==> src/rtl/jk_seq_pkg.sv <==
// jk_seq_pkg: shared definitions for the JK sequencer controller.
//   - OP_HOLD / OP_UP / OP_DOWN / OP_LOAD : 2-bit command opcodes
//   - state_t                            : controller FSM state encoding
package jk_seq_pkg;

  localparam logic [1:0] OP_HOLD = 2'b00;
  localparam logic [1:0] OP_UP   = 2'b01;
  localparam logic [1:0] OP_DOWN = 2'b10;
  localparam logic [1:0] OP_LOAD = 2'b11;

  typedef enum logic [1:0] {
    IDLE = 2'b00,
    RUN  = 2'b01,
    DONE = 2'b10
  } state_t;

endpackage

==> src/rtl/jk_ff.sv <==
// jk_ff: single JK flip-flop stage with asynchronous active-low reset.
// Ports:
//   J, K   : excitation inputs (00 hold, 01 reset, 10 set, 11 toggle)
//   clk    : rising-edge clock
//   rst_n  : asynchronous active-low reset, forces Q = 0
//   Q      : stage output
module jk_ff (
  input  logic J,
  input  logic K,
  input  logic clk,
  input  logic rst_n,
  output logic Q
);

  always_ff @(posedge clk or negedge rst_n) begin
    if (!rst_n) begin
      Q <= 1'b0;
    end else begin
      case ({J, K})
        2'b01:   Q <= 1'b0;
        2'b10:   Q <= 1'b1;
        2'b11:   Q <= ~Q;
        default: Q <= Q;
      endcase
    end
  end

endmodule

==> src/rtl/jk_seq_ctrl.sv <==
// jk_seq_ctrl: command-driven controller that steps a register built from
// WIDTH JK flip-flops. A command (HOLD/UP/DOWN/LOAD plus a step count) is
// accepted in IDLE, executed one step per clock in RUN, and completion is
// signalled by a one-cycle done pulse in DONE.
//
// Parameters:
//   WIDTH : number of JK stages
//   STEPW : width of the step-count field
// Ports:
//   clk, rst_n          : clock, asynchronous active-low reset
//   cmd_valid/cmd_ready : command handshake (ready only in IDLE)
//   cmd_op, cmd_steps   : opcode and step count
//   din                 : LOAD target value
//   j, k                : excitation driven to each JK stage
//   q                   : register state (JK stage outputs)
//   busy, done          : executing flag, completion pulse
// Configuration:
//   JK_SEQ_SAT_EN : when defined, UP saturates at all-ones and DOWN at zero
//                   instead of wrapping.
module jk_seq_ctrl
  import jk_seq_pkg::*;
#(
  parameter int WIDTH = 4,
  parameter int STEPW = 4
) (
  input  logic             clk,
  input  logic             rst_n,
  input  logic             cmd_valid,
  output logic             cmd_ready,
  input  logic [1:0]       cmd_op,
  input  logic [STEPW-1:0] cmd_steps,
  input  logic [WIDTH-1:0] din,
  output logic [WIDTH-1:0] j,
  output logic [WIDTH-1:0] k,
  output logic [WIDTH-1:0] q,
  output logic             busy,
  output logic             done
);

  state_t           state, state_nxt;
  logic [STEPW-1:0] step_cnt, step_cnt_nxt;
  logic [1:0]       op_r;
  logic [WIDTH-1:0] din_r;
  logic [WIDTH-1:0] next_val;
  logic             accept;

  assign accept = cmd_valid && (state == IDLE);

  // Control state: FSM and remaining-step counter
  always_ff @(posedge clk or negedge rst_n) begin
    if (!rst_n) begin
      state    <= IDLE;
      step_cnt <= '0;
    end else begin
      state    <= state_nxt;
      step_cnt <= step_cnt_nxt;
    end
  end

  // Command payload: only meaningful while a command runs, so no reset
  always_ff @(posedge clk) begin
    if (accept) begin
      op_r  <= cmd_op;
      din_r <= din;
    end
  end

  always_comb begin
    state_nxt    = state;
    step_cnt_nxt = step_cnt;
    cmd_ready    = 1'b0;
    busy         = 1'b0;
    done         = 1'b0;
    case (state)
      IDLE: begin
        cmd_ready = 1'b1;
        if (cmd_valid) begin
          // LOAD is a single step regardless of the requested count
          if (cmd_op == OP_LOAD) begin
            step_cnt_nxt = STEPW'(1);
            state_nxt    = RUN;
          end else begin
            step_cnt_nxt = cmd_steps;
            state_nxt    = (cmd_steps == '0) ? DONE : RUN;
          end
        end
      end
      RUN: begin
        busy         = 1'b1;
        step_cnt_nxt = step_cnt - STEPW'(1);
        if (step_cnt == STEPW'(1)) begin
          state_nxt = DONE;
        end
      end
      DONE: begin
        busy      = 1'b1;
        done      = 1'b1;
        state_nxt = IDLE;
      end
      default: begin
        state_nxt = IDLE;
      end
    endcase
  end

  // Target value for the next RUN edge
  always_comb begin
    next_val = q;
    case (op_r)
      OP_UP: begin
`ifdef JK_SEQ_SAT_EN
        next_val = (q == '1) ? q : q + WIDTH'(1);
`else
        next_val = q + WIDTH'(1);
`endif
      end
      OP_DOWN: begin
`ifdef JK_SEQ_SAT_EN
        next_val = (q == '0) ? q : q - WIDTH'(1);
`else
        next_val = q - WIDTH'(1);
`endif
      end
      OP_LOAD: next_val = din_r;
      default: next_val = q;
    endcase
  end

  // Minimal excitation: set only 0->1 bits, reset only 1->0 bits
  always_comb begin
    j = '0;
    k = '0;
    if (state == RUN) begin
      j = ~q & next_val;
      k = q & ~next_val;
    end
  end

  for (genvar i = 0; i < WIDTH; i++) begin : g_stage
    jk_ff u_ff (
      .J     (j[i]),
      .K     (k[i]),
      .clk   (clk),
      .rst_n (rst_n),
      .Q     (q[i])
    );
  end

endmodule

==> config.mk <==
export PLATFORM = sky130hd
export DESIGN_NAME = jk_seq_ctrl
export DESIGN_NICKNAME = d
export VERILOG_FILES = /design/src/rtl/jk_seq_pkg.sv /design/src/rtl/jk_ff.sv /design/src/rtl/jk_seq_ctrl.sv
export SDC_FILE = /design/constraint.sdc
export NUM_CORES = 1
export LEC_CHECK = 0
export BUFFER_PORTS_ARGS = -buffer_cell sky130_fd_sc_hd__buf_2
export CAP_MARGIN = 20
export CORE_MARGIN = 5
export CORE_UTILIZATION = 59
export CTS_BUF_LIST = sky130_fd_sc_hd__clkbuf_8
export CTS_CLUSTER_DIAMETER = 200
export DETAILED_ROUTE_END_ITERATION = 16
export MAX_ROUTING_LAYER = met4
export PLACE_DENSITY = 0.87
export SETUP_SLACK_MARGIN = 0.05
export SLEW_MARGIN = 25
export SYNTH_ARGS = -nofsm -noshare
export SYNTH_HDL_FRONTEND = slang
export SYNTH_SLANG_ARGS = --single-unit
==> constraint.sdc <==
create_clock -name clk -period 3.2 [get_ports clk]
set_clock_uncertainty 0.05 [all_clocks]
set_input_delay 0 -clock clk [delete_from_list [all_inputs] [get_ports clk]]
set_output_delay 0 -clock clk [all_outputs]
set_load 0.02 [all_outputs]
==> results.toml, run 1 <==
[cts]
cts-htree-levels = 1
cts-root-buf = "clkbuf_8"
cts.sinks = 16
cts_tree = "done"
clk_pin_slew_ps = 60
clock_tree.buffer_depth = 2
clk_latency_ps = 250
post_cts_resized = 0
cts_buffers = 3

[detailed_routing]
drt_iter0_drc = 24
postRouteWirelength_um = 2280
drc_errors = 0
top_layer = "met4"
vias = 934
wl_met3_um = 110
dr.pass1.iters = 4
wl_met2_um = 1190
wl_per_cell_um = 13.7
met1_length_um = 948
final_antenna_net_count = 0
via_per_inst = 5.63

[critical_path]
crit_slowest_cell = "or4b_4"
worstPathArrival_ps = 2180
cp-end-kind = "output port"
critPathMaxStageDelay_ps = 490
start_kind = "register"
crit_family = "simple AND/OR/NAND/NOR gates"
path_class = "reg -> out"
required_ps = 3150
path_cells = "inv_1 -> ha_1 -> or4b_4 -> o21ai_2 -> o21ai_1 -> a211oi_1 -> buf_2"
path_max_fanout = 6
worst-path-buf-inv = 2

[global_route]
grt_pass1_wl_um = 3840
gr-usage-all-layers_pct = 19.1
grt_pass1_vias = 874
gr-total-overflow = 0
grt_max_degree = 11
antenna_found_initial = 0

[placement]
place.gp.congestion = 0.891
dp.final_hpwl_um = 1740
place_ws_ps = 1270
place.port_buffers = 27

[cells_and_area]
nNetsFinal = 165
post-route-util_pct = 74.1
num-fill-cells = 143
layout-drive-gt1-share_pct = 25.5
area_growth_pct = 16.1
diodes = 0
final_common_cell = "buf_2"
layout_common_cells = "27 x buf_2, 10 x inv_1, 10 x ha_1, 10 x dfrtp_1"

[pwr]
p_per_area_mw_per_mm2 = 868
comb_power_share_pct = 51.5
power.internal_w = 0.000631
swShare_pct = 44.5
seqPwrFrac_pct = 32.9
p_clk_share_pct = 15.6
worst_ir_drop_vdd_mv = 0.585
p_leak_nw = 0.641
switchingPower_w = 0.000505
power.total_w = 0.00114

[timing]
slew_violations = 0
rsz0062_at_grt = "false"
final_hold_viol_count = 0
fin_crit_ps = 2230
relSlewSlack_pct = 66.0
worstMarginPinSlew_ps = 495
setup_violations = 0
fin_tns_setup_ps = 0
finalCritPeriodShare_pct = 69.6
fmax_ghz = 0.449
fin_ws_ps = 971

[floorplan]
ios = 28
fp.dieH_um = 53.7
die_area_mm2 = 0.00288
rows = 15
die_x_um = 53.7
core_area_mm2 = 0.00176
start_util_pct = 63.8

[synthesis]
syn_nets = 141
yosysUniqueCellTypes = 37
synth_area_leaders = "dfrtp_1 22%, edfxtp_1 16%, ha_1 11%"
syn_area_mm2 = 0.00113
yosysSeqAreaShare_pct = 38.2
netlist.area_leader.share_pct = 22.2
yosys_warnings = 0
yosys.area.top_type = "dfrtp_1"
synthCells = 118
ys_ff_latch = 16
syn_area_per_cell_um2 = 9.54

[run]
max_cap_viol_count = 0

[status]
status = "finished clean"

[min_path]
hold_class = "in -> reg"
cell families after synthesis:
group                    share of synthesized area (%)
buffers and inverters                             13.1
adder cells (fa/ha/maj)                           11.1
multiplexers                                      1.89
AND/OR/NAND/NOR                                   14.1
flip-flops                                        38.2
XOR/XNOR                                          2.33
AO/OA/AOI/OAI                                     19.2
final cells by class:
cell class | instances | area [um2] | area share [%]
well taps | 25 | 31.3 | 2.39
clock buffers | 4 | 55.1 | 4.21
multi-input cells | 77 | 548 | 41.9
repair buffers | 34 | 205 | 15.7
inverters | 10 | 37.5 | 2.87
flip-flops and latches | 16 | 430 | 32.9
power groups by stage:
stage / registers, W / logic, W / clock network [W]
after floorplan: 0.000349 / 0.000516 / 0
after global placement: 0.000370 / 0.000552 / 0
after detailed placement: 0.000376 / 0.000577 / 0
after CTS: 0.000373 / 0.000587 / 0.000180
after global routing: 0.000384 / 0.000650 / 0.000192
final: 0.000374 / 0.000584 / 0.000177
routing by layer:
metal | global-route usage, % | up-vias
met3 | 3.60 | 6
li1 | - | 464
met5 | - | -
met1 | 22.6 | 434
met4 | 7.23 | 0
met2 | 31.9 | 30
registers in the layout, summed over array words and instances, names as in the netlist:
| signal | cells |
|---|---|
| din_r | 4 |
| g_stage.u_ff.Q | 4 |
| step_cnt | 4 |
| op_r | 2 |
| state | 2 |
synthesized netlist by cell type:
cell type,instances
a211o_1,3
a211oi_1,2
a21o_1,2
a21oi_1,6
a22oi_1,3
a311o_1,1
a311oi_1,1
a31oi_1,1
a32o_1,1
and2_1,1
and3_1,3
and3_2,1
buf_2,1
buf_4,12
buf_6,1
clkbuf_1,1
dfrtp_1,10
edfxtp_1,6
ha_1,10
inv_1,10
mux2_2,1
mux2i_1,1
nand2_1,8
nand2b_1,2
nand3_1,3
nor2_1,3
nor2_2,1
nor3_1,6
o2111a_1,1
o21ai_0,8
o21ai_1,1
o21ai_2,1
o31ai_1,1
or4_1,1
or4b_4,1
xnor2_1,1
xor2_1,2
worst register-to-register path, stage by stage, from the launching register on:
cell	delay, ps
edfxtp_1	390
inv_1	120
ha_1	280
or4b_4	490
o21ai_2	110
nor2_2	60
a311o_1	350
per-stage QoR:
| stage | area, um2 | instances | hold WS, ps |
|---|---|---|---|
| 2_1_floorplan | 1130 | 118 | -346 |
| 3_3_place_gp | 1180 | 155 | -167 |
| 3_5_place_dp | 1180 | 155 | -164 |
| 4_1_cts | 1310 | 166 | 33.6 |
| 5_1_grt | 1310 | 166 | 52.3 |
| 6_report | 1310 | 166 | 28.8 |
what timing repair did:
action | CTS | global route
setup buffers | 0 | 0
hold buffers | 7 | 0
endpoints found under the hold margin | 16 | 0
endpoints found under the setup margin | 0 | 0
final timing paths:
path / from / end / slack, ps / cells past startpoint
setup / recovery: op_r[0] / j[3] / 970 / 7
hold / removal: cmd_steps[1] / step_cnt[1] / 30 / 3
setup reg to reg: op_r[0] / g_stage[3].u_ff.Q / 1240 / 6
hold reg to reg: state[0] / state[0] / 520 / 1
max in group asynchronous: rst_n / g_stage[0].u_ff.Q / 2790 / 2
min in group asynchronous: rst_n / step_cnt[3] / 100 / 2
No activity file was read; power rests on OpenSTA's default activity.
==> inputs of run 2 (changes only) <==
Settings changed: CORE_UTILIZATION 59 to 49, PLACE_DENSITY 0.87 to 0.77.
Clock period 3.2 ns to 1.8 ns, I/O delays scaled along.
==> run 2 against run 1 <==
The flow now finishes with violations (negative setup slack). Largest power group unchanged. Critical endpoint unchanged. Via count increased by 4.7%. Final cell count rose by 9.6%. Highest routed layer unchanged. Sequential cell count is the same. Hold slack worse by 9.0 ps.
==> results.toml, run 2 (synthesis results as in run 1) <==
[global_route]
gr-usage-all-layers_pct = 17.4
gr-total-overflow = 0
grt_pass1_vias = 955
grt_pass1_wl_um = 4280
antenna_found_initial = 0
grt_max_degree = 11

[cts]
cts_tree = "done"
clock_tree.buffer_depth = 2
cts-htree-levels = 1
cts.sinks = 16
cts_buffers = 3
cts-root-buf = "clkbuf_8"
clk_pin_slew_ps = 70
clk_latency_ps = 250

[placement]
place_ws_ps = -34.8
place.gp.congestion = 0.841
dp.final_hpwl_um = 1930
place.port_buffers = 27
place_inst = 166

[cells_and_area]
layout-drive-gt1-share_pct = 42.2
diodes = 0
layout_common_cells = "22 x buf_2, 16 x buf_4, 10 x dfrtp_1"
post-route-util_pct = 69.1
fin_cells = 182
final_common_cell = "buf_2"
largestRegisters = "din_r: 4 flops, g_stage.u_ff.Q: 4 flops, step_cnt: 4 flops"
area_growth_pct = 35.7
nNetsFinal = 178

[detailed_routing]
via_per_inst = 5.37
final_antenna_net_count = 0
vias = 978
dr.pass1.iters = 4
postRouteWirelength_um = 2710
drt_iter0_drc = 29
drc_errors = 0
wl_per_cell_um = 14.9

[timing]
fin_crit_ps = 2020
final_hold_viol_count = 0
fin_ws_ps = -216
fmax_ghz = 0.496
relSlewSlack_pct = 76.7
setup_violations = 7
worstMarginPinSlew_ps = 350
slew_violations = 0
rsz0062_at_grt = "true"
fin_tns_setup_ps = -928
finalCritPeriodShare_pct = 112

[floorplan]
start_util_pct = 50.9
die_area_mm2 = 0.00336
rows = 17
fp.dieH_um = 57.9
die_x_um = 57.9
ios = 28
core_area_mm2 = 0.00221

[run]
max_cap_viol_count = 0

[pwr]
power.total_w = 0.00237
worst_ir_drop_vdd_mv = 1.06
p_per_area_mw_per_mm2 = 1550
p_leak_nw = 0.704

[critical_path]
path_max_fanout = 5
required_ps = 1750
path_class = "reg -> out"
start_kind = "register"
reg2regPathDepth = 6
worstPathArrival_ps = 1970
cp-end-kind = "output port"

[status]
status = "complete, but fails checks"
violations = "negative setup slack"

[min_path]
hold_class = "in -> reg"
hold_path_depth = 3
## run 2: changes by cell type in the layout (fill, tap and decap cells not counted), moves of 2 or more
cell / previous run / this run
a21oi_1: 6 / 4
a22oi_2: 0 / 2
buf_6: 0 / 2
ha_1: 10 / 4
ha_2: 0 / 3
a21oi_2: 0 / 2
buf_4: 0 / 16
ha_4: 0 / 3
buf_2: 27 / 22
a22oi_1: 3 / 1
## run 2: report_power, final
| group | switching (W) | internal [W] | leakage (nW) |
|---|---|---|---|
| Clock | 0.000134 | 0.000194 | 0.0288 |
| Combinational | 0.000760 | 0.000613 | 0.501 |
| Sequential | 0.000143 | 0.000522 | 0.175 |
## run 2: layout make-up
class,instances,area [um2]
fillers,179,684
multi-input cells,77,647
flip-flops and latches,16,430
repair buffers,47,323
clock buffers,4,55.1
inverters,10,37.5
well taps,28,35.0
## run 2: final timing paths
path	startpoint	to	slack, ps
max reg2reg	op_r[1]	g_stage[3].u_ff.Q	-70
max	op_r[0]	j[3]	-220
max in group asynchronous	rst_n	g_stage[3].u_ff.Q	1400
min in group asynchronous	rst_n	g_stage[0].u_ff.Q	90
min	cmd_valid	state[1]	20
min reg2reg	step_cnt[1]	step_cnt[1]	550
## run 2: metal layers
layer / share of wire, % / wire length, um / GRT usage (%) / vias to the layer above
met5: 0 / 0 / - / -
met4: 0.92 / 25 / 5.30 / 0
met3: 5.1 / 137 / 2.90 / 2
met2: 54 / 1470 / 32.1 / 25
met1: 40 / 1080 / 18.9 / 470
li1: - / - / - / 481
## run 2: worst max-delay path: stages, from the launching register on
cell and delay (ps):
edfxtp_1 410, inv_2 100, ha_4 160, or4b_4 470, o21ai_4 90, o21ai_2 60
a211oi_1 210, buf_2 210
## run 2: per-stage QoR
stage | area, um2 | hold WS (ps)
floorplan | 1150 | -346
global route | 1530 | 42.4
global placement | 1270 | -167
detailed placement | 1270 | -162
finish | 1530 | 19.8
CTS | 1490 | 18.7
## run 2: timing repair
item,in CTS,in global routing
gates resized for setup,17,6
pin swaps,5,3
buffers inserted,3,2
endpoints found under the hold margin,16,0
hold buffers,7,0
endpoints found under the setup margin,10,10
==> inputs of run 3 (changes only) <==
Settings changed: SETUP_SLACK_MARGIN 0.05 to 0.15.
==> run 3 against run 2 <==
The run still ends with negative setup slack left. Utilization grew 3.2 points. Clock power shrank 17%. Fmax grew 0.24%. Combinational power grew 13%. Hold slack gained 14 ps. Routed wire length grew 6.5%. Largest cell class unchanged. Sequential power shrank 2%. Final cell count grew 1.1%. Global-route usage grew 1.0 points.
==> results.toml, run 3 (synthesis results as in run 1) <==
[pwr]
p_leak_nw = 0.724
worst_ir_drop_vdd_mv = 1.12
p_per_area_mw_per_mm2 = 1550

[cts]
cts_tree = "done"
cts-htree-levels = 1
cts.sinks = 16
clk_latency_ps = 240
clk_pin_slew_ps = 60
cts_buffers = 3
clock_tree.buffer_depth = 2
cts-root-buf = "clkbuf_8"

[cells_and_area]
diodes = 0
area_growth_pct = 42.0
num-fill-cells = 178
largestRegisters = "din_r: 4 flops, g_stage.u_ff.Q: 4 flops, step_cnt: 4 flops"
layout-drive-gt1-share_pct = 46.2
post-route-cell-area_mm2 = 0.00160
layout_common_cells = "21 x buf_2, 16 x buf_4, 9 x dfrtp_1"
final_common_cell = "buf_2"
nNetsFinal = 180

[critical_path]
crit_family = "flip-flops"
path_class = "reg -> out"
path_max_fanout = 4
cp-end-kind = "output port"
cp-startpoint = "op_r[0]"
cp_num_cells = 9
crit_slowest_cell = "edfxtp_1"
start_kind = "register"
worstPathArrival_ps = 1960
required_ps = 1750
critPathMaxStageDelay_ps = 400
path_cells = "inv_2 -> ha_4 -> xor2_1 -> ha_2 -> a21oi_2 -> xnor2_2 -> a22oi_2 -> and3_1 -> buf_6"
worst-path-buf-inv = 2
r2r-start = "op_r[1]"
reg2regPathDepth = 6

[detailed_routing]
vias = 1005
final_antenna_net_count = 0
wl_per_cell_um = 15.7
drc_errors = 0
drt_iter0_drc = 41
via_per_inst = 5.46
dr.pass1.iters = 4
postRouteWirelength_um = 2880

[timing]
slew_violations = 0
fin_crit_ps = 2010
setup_violations = 7
fmax_ghz = 0.497
worstMarginPinSlew_ps = 298
relSlewSlack_pct = 80.0
finalCritPeriodShare_pct = 112
fin_ws_ps = -211
final_hold_viol_count = 0
rsz0062_at_grt = "true"
hold_slack_ps = 34.0

[floorplan]
start_util_pct = 50.9
ios = 28
fp.dieH_um = 57.9
rows = 17
core_area_mm2 = 0.00221
die_x_um = 57.9
die_area_mm2 = 0.00336

[run]
max_cap_viol_count = 0

[global_route]
antenna_found_initial = 0
grt_pass1_vias = 1022
grt_max_degree = 11
gr-total-overflow = 0
grt_pass1_wl_um = 4590
gr-usage-all-layers_pct = 18.5

[placement]
place.port_buffers = 27
placed_area_mm2 = 0.00129
dp.final_hpwl_um = 1980
place.gp.congestion = 0.849

[min_path]
hold_path_depth = 3
hp-start = "cmd_steps[1]"
hold_class = "in -> reg"

[status]
status = "complete, but fails checks"
violations = "negative setup slack"
-- run 3: changes by cell type in the layout (fill, tap and decap cells not counted), sizes merged --
cell	change
buf	+2
clkbuf	-1
inv	+1
-- run 3: routing by layer --
metal | vias to the layer above | routed length, um | GRT usage, %
li1 | 486 | - | -
met1 | 469 | 1120 | 21.1
met2 | 42 | 1560 | 32.6
met3 | 8 | 147 | 3.12
met4 | 0 | 49 | 5.96
met5 | - | 0 | -
-- run 3: path summary, 6_finish.rpt --
path	to	slack, ps
min reg2reg	step_cnt[1]	550
min in group asynchronous	step_cnt[1]	110
min	step_cnt[1]	30
max	k[2]	-210
max reg2reg	g_stage[3].u_ff.Q	-50
max in group asynchronous	state[0]	1360
-- run 3: layout make-up --
class                      instances  area [um2]  share of cell area [%]
inverter                          10        37.5                    2.35
tap                               28        35.0                    2.19
sequential                        16         432                    27.0
timing repair buffer              49         352                    22.0
multi-input combinational         77         698                    43.7
clock buffer                       3        41.3                    2.58
clock inverter                     1        3.75                   0.235
-- run 3: per-stage QoR --
step	util [%]	setup WS (ps)	setup TNS, ps	cells	total power, W
after floorplan	-	67.7	0	118	0.00158
after global placement	58.4	5.09	0	168	0.00181
after detailed placement	58.4	-37.0	-69.6	168	0.00186
after CTS	69.9	-185	-965	184	0.00234
after global routing	72.3	-297	-1570	184	0.00267
final	72.3	-211	-996	184	0.00248
-- run 3: where the power goes --
| part | internal [W] | switching, W |
|---|---|---|
| Combinational | 0.000703 | 0.000848 |
| Clock | 0.000151 | 0.000122 |
| Sequential | 0.000525 | 0.000131 |
| Total | 0.00138 | 0.00110 |
-- run 3: timing repair --
action | in CTS | in global routing
endpoints found under the setup margin | 11 | 15
hold buffers | 7 | 0
endpoints found under the hold margin | 16 | 0
setup buffers | 5 | 0
pin swaps | 6 | 5
resized for setup | 20 | 16
-- run 3: tightest hold or removal path, stage by stage --
cell,delay (ps)
buf_2,80
a311oi_1,80
a21oi_1,120
